### src/rtl/board_scanout.sv
`default_nettype none
// ============================================================================
// Module   : board_scanout
// Purpose  : Scans the 10x20 game board out as 640x480@60 VGA video. Produces
//            the vsync that clocks the game logic and a 10-bit frame counter
//            used by the game logic for tetrimino selection. The board is
//            captured into a shadow register once per frame, at the start of
//            vertical blanking, so a frame never shows a half-updated board.
//
// Ports    : clk          in   pixel clock (25.175 MHz)
//            rst          in   asynchronous, active-high reset
//            board_in     in   200-bit live board, bit x*20+y = column x,
//                              row y (y=0 is the top row)
//            hsync        out  horizontal sync, active-low
//            vsync        out  vertical sync, active-low (rising edge = tick)
//            frame_tick   out  one-cycle pulse when the snapshot is taken
//            framenumber  out  frame count, wraps 1023 -> 0
//            video_on     out  high inside the visible area
//            rgb          out  4:4:4 colour, zero outside the visible area
//
// Options  : BOARD_SCANOUT_GRID_LINES_EN - when defined, the first pixel
//            column and first line of every cell are drawn 12'h444.
//
// Revision : 1.0 - initial release
// ============================================================================
module board_scanout #(
    parameter int H_ACTIVE = 640,
    parameter int H_FP     = 16,
    parameter int H_SYNC   = 96,
    parameter int H_BP     = 48,
    parameter int V_ACTIVE = 480,
    parameter int V_FP     = 10,
    parameter int V_SYNC   = 2,
    parameter int V_BP     = 33,
    parameter int CELL     = 20,
    parameter int BOARD_X0 = 220,
    parameter int BOARD_Y0 = 40,
    parameter int BORDER   = 4
) (
    input  logic         clk,
    input  logic         rst,
    input  logic [199:0] board_in,
    output logic         hsync,
    output logic         vsync,
    output logic         frame_tick,
    output logic [9:0]   framenumber,
    output logic         video_on,
    output logic [11:0]  rgb
);

    // ------------------------------------------------------------------------
    // Derived geometry
    // ------------------------------------------------------------------------
    localparam int c_H_TOTAL  = H_ACTIVE + H_FP + H_SYNC + H_BP;
    localparam int c_V_TOTAL  = V_ACTIVE + V_FP + V_SYNC + V_BP;
    localparam int c_HW       = $clog2(c_H_TOTAL);
    localparam int c_VW       = $clog2(c_V_TOTAL);
    localparam int c_PW       = (CELL > 1) ? $clog2(CELL) : 1;

    localparam int c_HS_START = H_ACTIVE + H_FP;
    localparam int c_HS_END   = c_HS_START + H_SYNC - 1;
    localparam int c_VS_START = V_ACTIVE + V_FP;
    localparam int c_VS_END   = c_VS_START + V_SYNC - 1;

    // Board rectangle, inclusive bounds
    localparam int c_BX1      = BOARD_X0 + 10 * CELL - 1;
    localparam int c_BY1      = BOARD_Y0 + 20 * CELL - 1;

    // Border rectangle (board grown by BORDER on each side), inclusive
    localparam int c_FX0      = BOARD_X0 - BORDER;
    localparam int c_FX1      = c_BX1 + BORDER;
    localparam int c_FY0      = BOARD_Y0 - BORDER;
    localparam int c_FY1      = c_BY1 + BORDER;

    // ------------------------------------------------------------------------
    // State
    // ------------------------------------------------------------------------
    logic [c_HW-1:0] r_h_cnt;
    logic [c_VW-1:0] r_v_cnt;
    logic [199:0]    r_shadow;

    // Running cell position; meaningful only inside the board rectangle
    logic [3:0]      r_col;
    logic [c_PW-1:0] r_px;
    logic [4:0]      r_row;
    logic [c_PW-1:0] r_ln;

    // ------------------------------------------------------------------------
    // Combinational decode of the current scan position
    // ------------------------------------------------------------------------
    int          w_h;
    int          w_v;
    int          w_h_next;
    int          w_v_next;
    logic        w_line_end;
    logic        w_snap;
    logic        w_active;
    logic        w_in_board;
    logic        w_in_frame;
    logic        w_hs_region;
    logic        w_vs_region;
    logic [7:0]  w_idx;
    logic        w_cell_on;
    logic [11:0] w_rgb;

    always_comb begin
        w_h        = int'(r_h_cnt);
        w_v        = int'(r_v_cnt);
        w_line_end = (w_h == c_H_TOTAL - 1);
        w_h_next   = w_line_end ? 0 : w_h + 1;
        if (w_line_end) begin
            w_v_next = (w_v == c_V_TOTAL - 1) ? 0 : w_v + 1;
        end else begin
            w_v_next = w_v;
        end

        // First pixel of the first blanking line
        w_snap      = (w_h == 0) && (w_v == V_ACTIVE);

        w_active    = (w_h < H_ACTIVE) && (w_v < V_ACTIVE);
        w_hs_region = (w_h >= c_HS_START) && (w_h <= c_HS_END);
        w_vs_region = (w_v >= c_VS_START) && (w_v <= c_VS_END);

        w_in_board  = (w_h >= BOARD_X0) && (w_h <= c_BX1) &&
                      (w_v >= BOARD_Y0) && (w_v <= c_BY1);
        w_in_frame  = (w_h >= c_FX0) && (w_h <= c_FX1) &&
                      (w_v >= c_FY0) && (w_v <= c_FY1);

        // Constant multiply only; the position itself comes from the counters
        w_idx      = 8'(int'(r_col) * 20 + int'(r_row));
        w_cell_on  = (w_idx < 8'd200) ? r_shadow[w_idx] : 1'b0;
    end

    always_comb begin
        w_rgb = 12'h000;
        if (w_active) begin
            if (w_in_board) begin
                w_rgb = w_cell_on ? 12'h0F0 : 12'h111;
`ifdef BOARD_SCANOUT_GRID_LINES_EN
                if ((r_px == '0) || (r_ln == '0)) begin
                    w_rgb = 12'h444;
                end
`endif
            end else if (w_in_frame) begin
                w_rgb = 12'hFFF;
            end
        end
    end

    // ------------------------------------------------------------------------
    // Scan counters, snapshot and registered video outputs.
    // All outputs are produced from the counter state of the same cycle, so
    // they leave the module mutually aligned, one clock behind the counters.
    // ------------------------------------------------------------------------
    always_ff @(posedge clk or posedge rst) begin
        if (rst) begin
            r_h_cnt     <= '0;
            r_v_cnt     <= '0;
            r_shadow    <= '0;
            hsync       <= 1'b1;
            vsync       <= 1'b1;
            frame_tick  <= 1'b0;
            framenumber <= '0;
            video_on    <= 1'b0;
            rgb         <= 12'h000;
        end else begin
            r_h_cnt    <= c_HW'(w_h_next);
            r_v_cnt    <= c_VW'(w_v_next);
            hsync      <= ~w_hs_region;
            vsync      <= ~w_vs_region;
            video_on   <= w_active;
            rgb        <= w_rgb;
            frame_tick <= w_snap;
            if (w_snap) begin
                r_shadow    <= board_in;
                framenumber <= framenumber + 10'd1;
            end
        end
    end

    // ------------------------------------------------------------------------
    // Cell counters. They are loaded one step early (when the *next* position
    // is the board origin) so that they read zero exactly while the scan sits
    // on pixel BOARD_X0 / line BOARD_Y0, then advance every CELL pixels/lines.
    // Outside the board they free-run; their values are ignored there.
    // ------------------------------------------------------------------------
    always_ff @(posedge clk or posedge rst) begin
        if (rst) begin
            r_col <= '0;
            r_px  <= '0;
            r_row <= '0;
            r_ln  <= '0;
        end else begin
            if (w_h_next == BOARD_X0) begin
                r_col <= '0;
                r_px  <= '0;
            end else if (int'(r_px) == CELL - 1) begin
                r_px  <= '0;
                r_col <= 4'(int'(r_col) + 1);
            end else begin
                r_px  <= c_PW'(int'(r_px) + 1);
            end

            if (w_line_end) begin
                if (w_v_next == BOARD_Y0) begin
                    r_row <= '0;
                    r_ln  <= '0;
                end else if (int'(r_ln) == CELL - 1) begin
                    r_ln  <= '0;
                    r_row <= 5'(int'(r_row) + 1);
                end else begin
                    r_ln  <= c_PW'(int'(r_ln) + 1);
                end
            end
        end
    end

endmodule
`default_nettype wire

### config.mk
export PLATFORM = sky130hd
export DESIGN_NAME = board_scanout
export DESIGN_NICKNAME = d
export VERILOG_FILES = /design/src/rtl/board_scanout.sv
export SDC_FILE = /design/constraint.sdc
export NUM_CORES = 1
export LEC_CHECK = 0
export CORE_MARGIN = 2
export CORE_UTILIZATION = 35
export DETAILED_ROUTE_END_ITERATION = 7
export HOLD_SLACK_MARGIN = 0.05
export PLACE_DENSITY = 0.69
export SLEW_MARGIN = 20
export SYNTH_ARGS = -nofsm -noshare
export SYNTH_HDL_FRONTEND = slang
export SYNTH_SLANG_ARGS = --single-unit
### constraint.sdc
create_clock -name clk -period 7.3 [get_ports clk]
set_clock_uncertainty 0.1 [all_clocks]
set_input_delay 0.73 -clock clk [delete_from_list [all_inputs] [get_ports clk]]
set_output_delay 0.73 -clock clk [all_outputs]
set_load 0.01 [all_outputs]
==> key figures, run 1 <==
Cells and area
  – Fillers: 3237
  – Layout net count: 1355
  – Post-Route Utilization: 45.3%
  – Commonest non-fill, non-tap cell in the layout: dfrtp_1
  – Multi-input logic area: 5680 um2
  – Area grow syn2layout: 27.8%
  – Most frequent cells in the layout: dfrtp_1, clkdlybuf4s50_1, mux2_2
  – Reg area: 6440 um2
  – Share of layout cells above drive strength 1: 28.6%

Clocking
  – Hold-fix buffers, CTS: 0
  – Post-cts gate resize count: 0
  – Clock Sinks: 257
  – Worst-Skew Late Latency: 0.56 ns
  – Clk root buf: clkbuf_16
  – Max clock buf depth: 3
  – TritonCTS Buffers: 29
  – Clk slew on worst S/H paths: 0.06 ns
  – TritonCTS clock tree: built
  – Setup Fix Bufs, Post-CTS: 0
  – H-tree depth: 1

GRT
  – First-pass GRT wire length: 48.8 mm
  – Initial antenna violation count: 3
  – GRT overflow: 0
  – Gr usage total: 16.3%
  – Largest net degree at the start of global routing: 133
  – Vias in the first global route: 8689

Floorplanning
  – Die X: 194 um
  – Core ar.: 35600 um2
  – Site Rows: 69
  – Initial Util: 35.5%
  – I/O pin count: 228
  – Die H: 194 um
  – Die ar.: 37600 um2

Placed design
  – DP HPWL: 21.4 mm
  – Gpl congestion: 0.843
  – Port bufs: 227

STA
  – Tmin final: 3.81 ns
  – Setup_tns: 0 ns
  – Final Max Slew Viols: 0
  – RSZ-0062 raised after global routing: false
  – Final Hold Fails: 0
  – Min Hold Slack: 0.384 ns
  – Max Fclk: 263 MHz
  – Slew margin rel.: 33.4%
  – Slew @ Worst Pin: 0.985 ns
  – Final period utilization: 52.2%
  – Final setup violation count: 0

Routing
  – Routed Antenna Nets: 0
  – Residual DRC: 0
  – First-pass DRT Iterations: 5
  – Number of DRC markers in iteration 0: 562
  – Routed wire length: 30.6 mm
  – Routed WL per cell: 18.9 um
  – Vias: 8286
  – Drt via density: 5.12

Power
  – LEAKAGE: 0.00722 uW
  – Maximum vdd ir drop: 0.000199 V
  – Total Power: 3060 uW
  – Power Dens Cells: 190 nW/um2

Synth
  – Post-synthesis sequential area ratio: 51.0%
  – Netlist cell types: 74
  – Synth Instances: 933
  – Syn_nets: 1154
  – Synthesized flop and latch total: 257
  – YS warnings: 0
  – EDFF count, synth: 0
  – Dominant synthesized flop cell: dfrtp_1
  – Syn Area/Cell: 13.5 um2
  – Post-synth ARST share: 100%
  – Synth Cell Area: 12600 um2

Setup path
  – Crit-path max FO: 66
  – Worst path max stage delay: 0.78 ns
  – Top delay family on crit path: simple AND/OR/NAND/NOR gates
  – Worst Setup End Kind: flop
  – Critical Path Most Common Cell: buf_4
  – Crit-path slowest cell: buf_4
  – Worst Setup Path Type: flop to flop
  – CP arrival: 4.19 ns
  – Critical Path Source Type: flop
  – Worst EP required: 7.69 ns
  – Crit-path cells: and3_1 > nand2_1 > or4_1 > nor3_4 > buf_4 > buf_4 > nand3_1 > nor3_1 > xor2_1
  – WP buf/inv: 2

Worst hold path
  – Hold WC Path Type: flop to flop

Run
  – Max-Cap Viols: 0

Outcome
  – Outcome: finished, final reports clean
## synthesized netlist by cell type (5+ instances only)
master | count | area (um2)
ha_1 | 17 | 213
o21ai_0 | 13 | 65.1
buf_4 | 13 | 97.6
a22oi_1 | 9 | 67.6
a21oi_1 | 12 | 60.1
o31ai_1 | 10 | 75.1
nor2_1 | 34 | 128
dfrtp_1 | 255 | 6380
mux4_2 | 44 | 991
clkbuf_1 | 7 | 26.3
mux2i_1 | 19 | 190
nand3_1 | 31 | 155
buf_2 | 33 | 165
clkbuf_8 | 6 | 82.6
a21o_1 | 5 | 37.5
a211oi_1 | 7 | 52.6
nor2b_1 | 13 | 81.3
or3_1 | 6 | 37.5
mux2_2 | 204 | 2300
nand2_1 | 36 | 135
nand4_1 | 10 | 62.6
a31oi_1 | 5 | 31.3
xor2_1 | 11 | 96.3
nor3_1 | 13 | 65.1
xnor2_1 | 19 | 166
inv_1 | 22 | 82.6
## state kept, by name (all words and copies together) (netlist names)
signal	flops
r_col	4
video_on	1
r_v_cnt	10
r_px	5
framenumber	10
r_shadow	200
rgb	4
frame_tick	1
hsync	1
r_row	5
vsync	1
r_h_cnt	10
r_ln	5
## stage by stage
stage,cells,setup slack [ns],area (um2)
after CTS,1618,3.48,16100
final,1619,3.49,16100
after detailed placement,1564,3.51,15100
after global placement,1564,3.58,15100
after global routing,1618,3.16,16100
after floorplan,933,3.09,12600
## worst register-to-register path: cells and delay by family, from the launching register on
kind,cells,cell delay (ns)
simple gates,6,1.59
buf+inv,2,1.44
flops,1,0.47
xor+xnor,1,0.15
## path summary, 6_finish.rpt
path                                startpoint              to  slack [ns]  cells past startpoint
worst min register to register  framenumber[9]  framenumber[9]        0.38                      1
max in group asynchronous                  rst   r_shadow[151]        5.07                      4
min in group asynchronous                  rst  framenumber[1]        0.62                      3
worst min-delay path            framenumber[9]  framenumber[9]        0.38                      1
worst max-delay path                r_v_cnt[7]  framenumber[9]        3.49                      9
worst max register to register      r_v_cnt[7]  framenumber[9]        3.49                      9
## per-layer routing
layer	part of all wire (%)	up-vias	GRT usage [%]
met5	0.042	-	0
met4	1.8	2	3.45
met3	6.6	34	4.02
met2	47	238	26.1
met1	45	4169	22.6
li1	-	3843	-
## cell type report
cell class              count  area share, %
repair buffers            235           14.6
multi-input cells         589           35.3
inverters                  22          0.536
flip-flops and latches    257           40.0
clock inverters            14           1.00
well taps                 461           3.58
diodes                      1         0.0155
clock buffers              40           5.07
## logic make-up after synthesis
kind of cell / after synthesis / share of synthesized area [%]
xor+xnor: 30 / 2.08
simple gates: 184 / 8.23
flops: 257 / 51.0
fa+ha+maj: 19 / 2.00
buf+inv: 87 / 4.03
mux: 267 / 27.6
compound gates: 89 / 5.05
## report_power, final
| group | switching, uW | total (uW) | internal [uW] |
|---|---|---|---|
| logic | 46.9 | 143 | 95.9 |
| registers | 0 | 1420 | 1420 |
| clock network | 603 | 1490 | 889 |
| total | 650 | 3060 | 2410 |
(Power assumes the default switching activity.)
==> run 2: changes to the inputs <==
==> constraint.sdc (replaced) <==
create_clock -name clk -period 3.1 [get_ports clk]
set_clock_uncertainty 0.1 [all_clocks]
set_input_delay 0.31 -clock clk [delete_from_list [all_inputs] [get_ports clk]]
set_output_delay 0.31 -clock clk [all_outputs]
set_load 0.01 [all_outputs]
==> key figures, run 2 (same netlist as run 1, synthesis figures left out) <==
Routing
  – Routed wire length: 31.8 mm
  – First-pass DRT Iterations: 4
  – Vias: 8529
  – Routed Antenna Nets: 0
  – Number of DRC markers in iteration 0: 519
  – Routed WL per cell: 19.1 um
  – Residual DRC: 0
  – Drt via density: 5.12

GRT
  – Gr usage total: 17.0%
  – M1 GR Usage: 23.9%
  – First-pass GRT wire length: 50.8 mm
  – GR Util met3: 3.76%
  – Global-route met2 utilization: 26.5%
  – GRT overflow: 0
  – Initial antenna violation count: 5
  – Largest net degree at the start of global routing: 77
  – Vias in the first global route: 8937
  – Gr busiest metal: met2

Setup path
  – Critical path endpoint: rgb[7]
  – Worst R2R Start: r_col[1]
  – Crit-path max FO: 3
  – Critical Path Source Type: flop
  – Worst Setup End Kind: flop
  – FF-to-FF path depth: 10
  – Worst Setup Path Type: flop to flop
  – R2r setup slk: 0.09 ns
  – Number of stages on the worst setup path: 10
  – CP arrival: 3.37 ns
  – Crit path from: r_col[1]
  – Crit-path slowest cell: fa_1
  – Worst EP required: 3.46 ns
  – WP buf/inv: 1
  – Crit-path cells: ha_1 > ha_1 > inv_1 > fa_1 > nand2b_1 > a21oi_1 > xnor2_1 > or3_1 > o311a_1 > a21o_1
  – Top delay family on crit path: adder cells
  – RR Endpoint: rgb[7]
  – Worst path max stage delay: 0.44 ns
  – Critical Path Most Common Cell: ha_1

Cells and area
  – Fin cells: 1665
  – Commonest non-fill, non-tap cell in the layout: dfrtp_1
  – Most flops, register: r_shadow
  – Final Cell Area: 16700 um2
  – Most frequent cells in the layout: dfrtp_1, clkdlybuf4s50_1, mux2_2
  – Fillers: 3179
  – Area grow syn2layout: 32.1%
  – Layout net count: 1398
  – Max FFs per register: 200
  – Share of layout cells above drive strength 1: 31.5%

Outcome
  – Outcome: finished, final reports clean

Power
  – Maximum vdd ir drop: 0.000450 V
  – LEAKAGE: 0.00749 uW
  – Power Dens Cells: 438 nW/um2

Floorplanning
  – Die X: 194 um
  – Die ar.: 37600 um2
  – Die H: 194 um
  – Core ar.: 35600 um2
  – Site Rows: 69
  – I/O pin count: 228
  – Initial Util: 35.5%

Run
  – Max-Cap Viols: 0

Clocking
  – Clk slew on worst S/H paths: 0.06 ns
  – TritonCTS Buffers: 30
  – H-tree depth: 1
  – Max clock buf depth: 3
  – Clock Sinks: 257
  – Clk root buf: clkbuf_16
  – Setup Fix Bufs, Post-CTS: 0
  – TritonCTS clock tree: built
  – Worst-Skew Late Latency: 0.57 ns

STA
  – Slew margin rel.: 44.3%
  – Final period utilization: 97.0%
  – Final Worst Setup Slack: 0.0940 ns
  – Slew @ Worst Pin: 0.830 ns
  – Final Max Slew Viols: 0
  – Max Fclk: 333 MHz
  – Tmin final: 3.01 ns
  – Final setup violation count: 0
  – Final Hold Fails: 0
  – Setup_tns: 0 ns
  – RSZ-0062 raised after global routing: true

Placed design
  – Gpl congestion: 0.866
  – Placed Area: 15600 um2
  – Post-Place Setup Slack: 0.122 ns
  – Port bufs: 227
  – DP HPWL: 23.4 mm
  – Placed Instances: 1606

Worst hold path
  – Hold WC Path Type: primary input to async pin
-- run 2: changes by cell type in the layout (fill, tap and decap cells not counted), sizes merged --
| cell | previous run | this run |
|---|---|---|
| diode | 1 | 5 |
| buf | 8 | 50 |
| bufinv | 3 | 2 |
| clkbuf | 40 | 41 |
| clkinv | 7 | 9 |
| inv | 23 | 21 |
-- run 2: repair_timing --
| action | in CTS | in global routing |
|---|---|---|
| endpoints found under the setup margin | 0 | 4 |
| resized for setup | 0 | 2 |
| hold buffers | 0 | 0 |
-- run 2: area by class of cell --
cell class	instances	area, um2	share of cell area [%]
Clock buffer	41	872	5.23
Sequential cell	257	6440	38.6
Antenna cell	5	12.5	0.0751
Multi-Input combinational cell	589	5690	34.1
Inverter	22	86.3	0.518
Timing Repair Buffer	277	2840	17.0
Clock inverter	13	153	0.916
Tap cell	461	577	3.46
-- run 2: worst register-to-register path: cells and delay by family (launching register included) --
family | cells | cell delay (ns)
flip-flops | 1 | 0.42
adder cells (fa/ha/maj) | 3 | 0.94
buffers and inverters | 1 | 0.07
XOR/XNOR | 1 | 0.12
AND/OR/NAND/NOR | 2 | 0.54
AO/OA/AOI/OAI | 3 | 0.71
-- run 2: worst min-delay path by stage --
stage | slack [ns] | from | endpoint | cells after the start
floorplan | 0.34 | r_px[0] | r_px[0] | 1
global placement | 0.35 | r_px[0] | r_px[0] | 1
detailed placement | 0.36 | framenumber[9] | framenumber[9] | 1
CTS | 0.06 | rst | framenumber[9] | 2
global route | 0.11 | rst | framenumber[6] | 2
finish | 0.06 | rst | framenumber[9] | 2
-- run 2: routing by layer --
layer  routed length, um  vias to the layer above  part of all wire [%]
met5                   0                        -                     0
met4                 528                        0                   1.7
met3                2010                       32                   6.3
met2               14700                      246                    46
met1               14500                     4315                    46
li1                    -                     3936                     -
-- run 2: power by group --
group          switching (uW)  internal (uW)  leakage, uW
clock network            1460           2140     0.000502
logic                     113            232      0.00344
registers                   0           3360      0.00355
total                    1570           5720      0.00749
-- run 2: metrics by stage --
stage               total power, uW  hold WS (ns)  utilization, %
global route                   7550         0.105            46.8
CTS                            7390        0.0645            46.8
floorplan                      3470         0.344               -
finish                         7290        0.0605            46.8
global placement               3760         0.353            43.9
detailed placement             3770         0.357            43.9
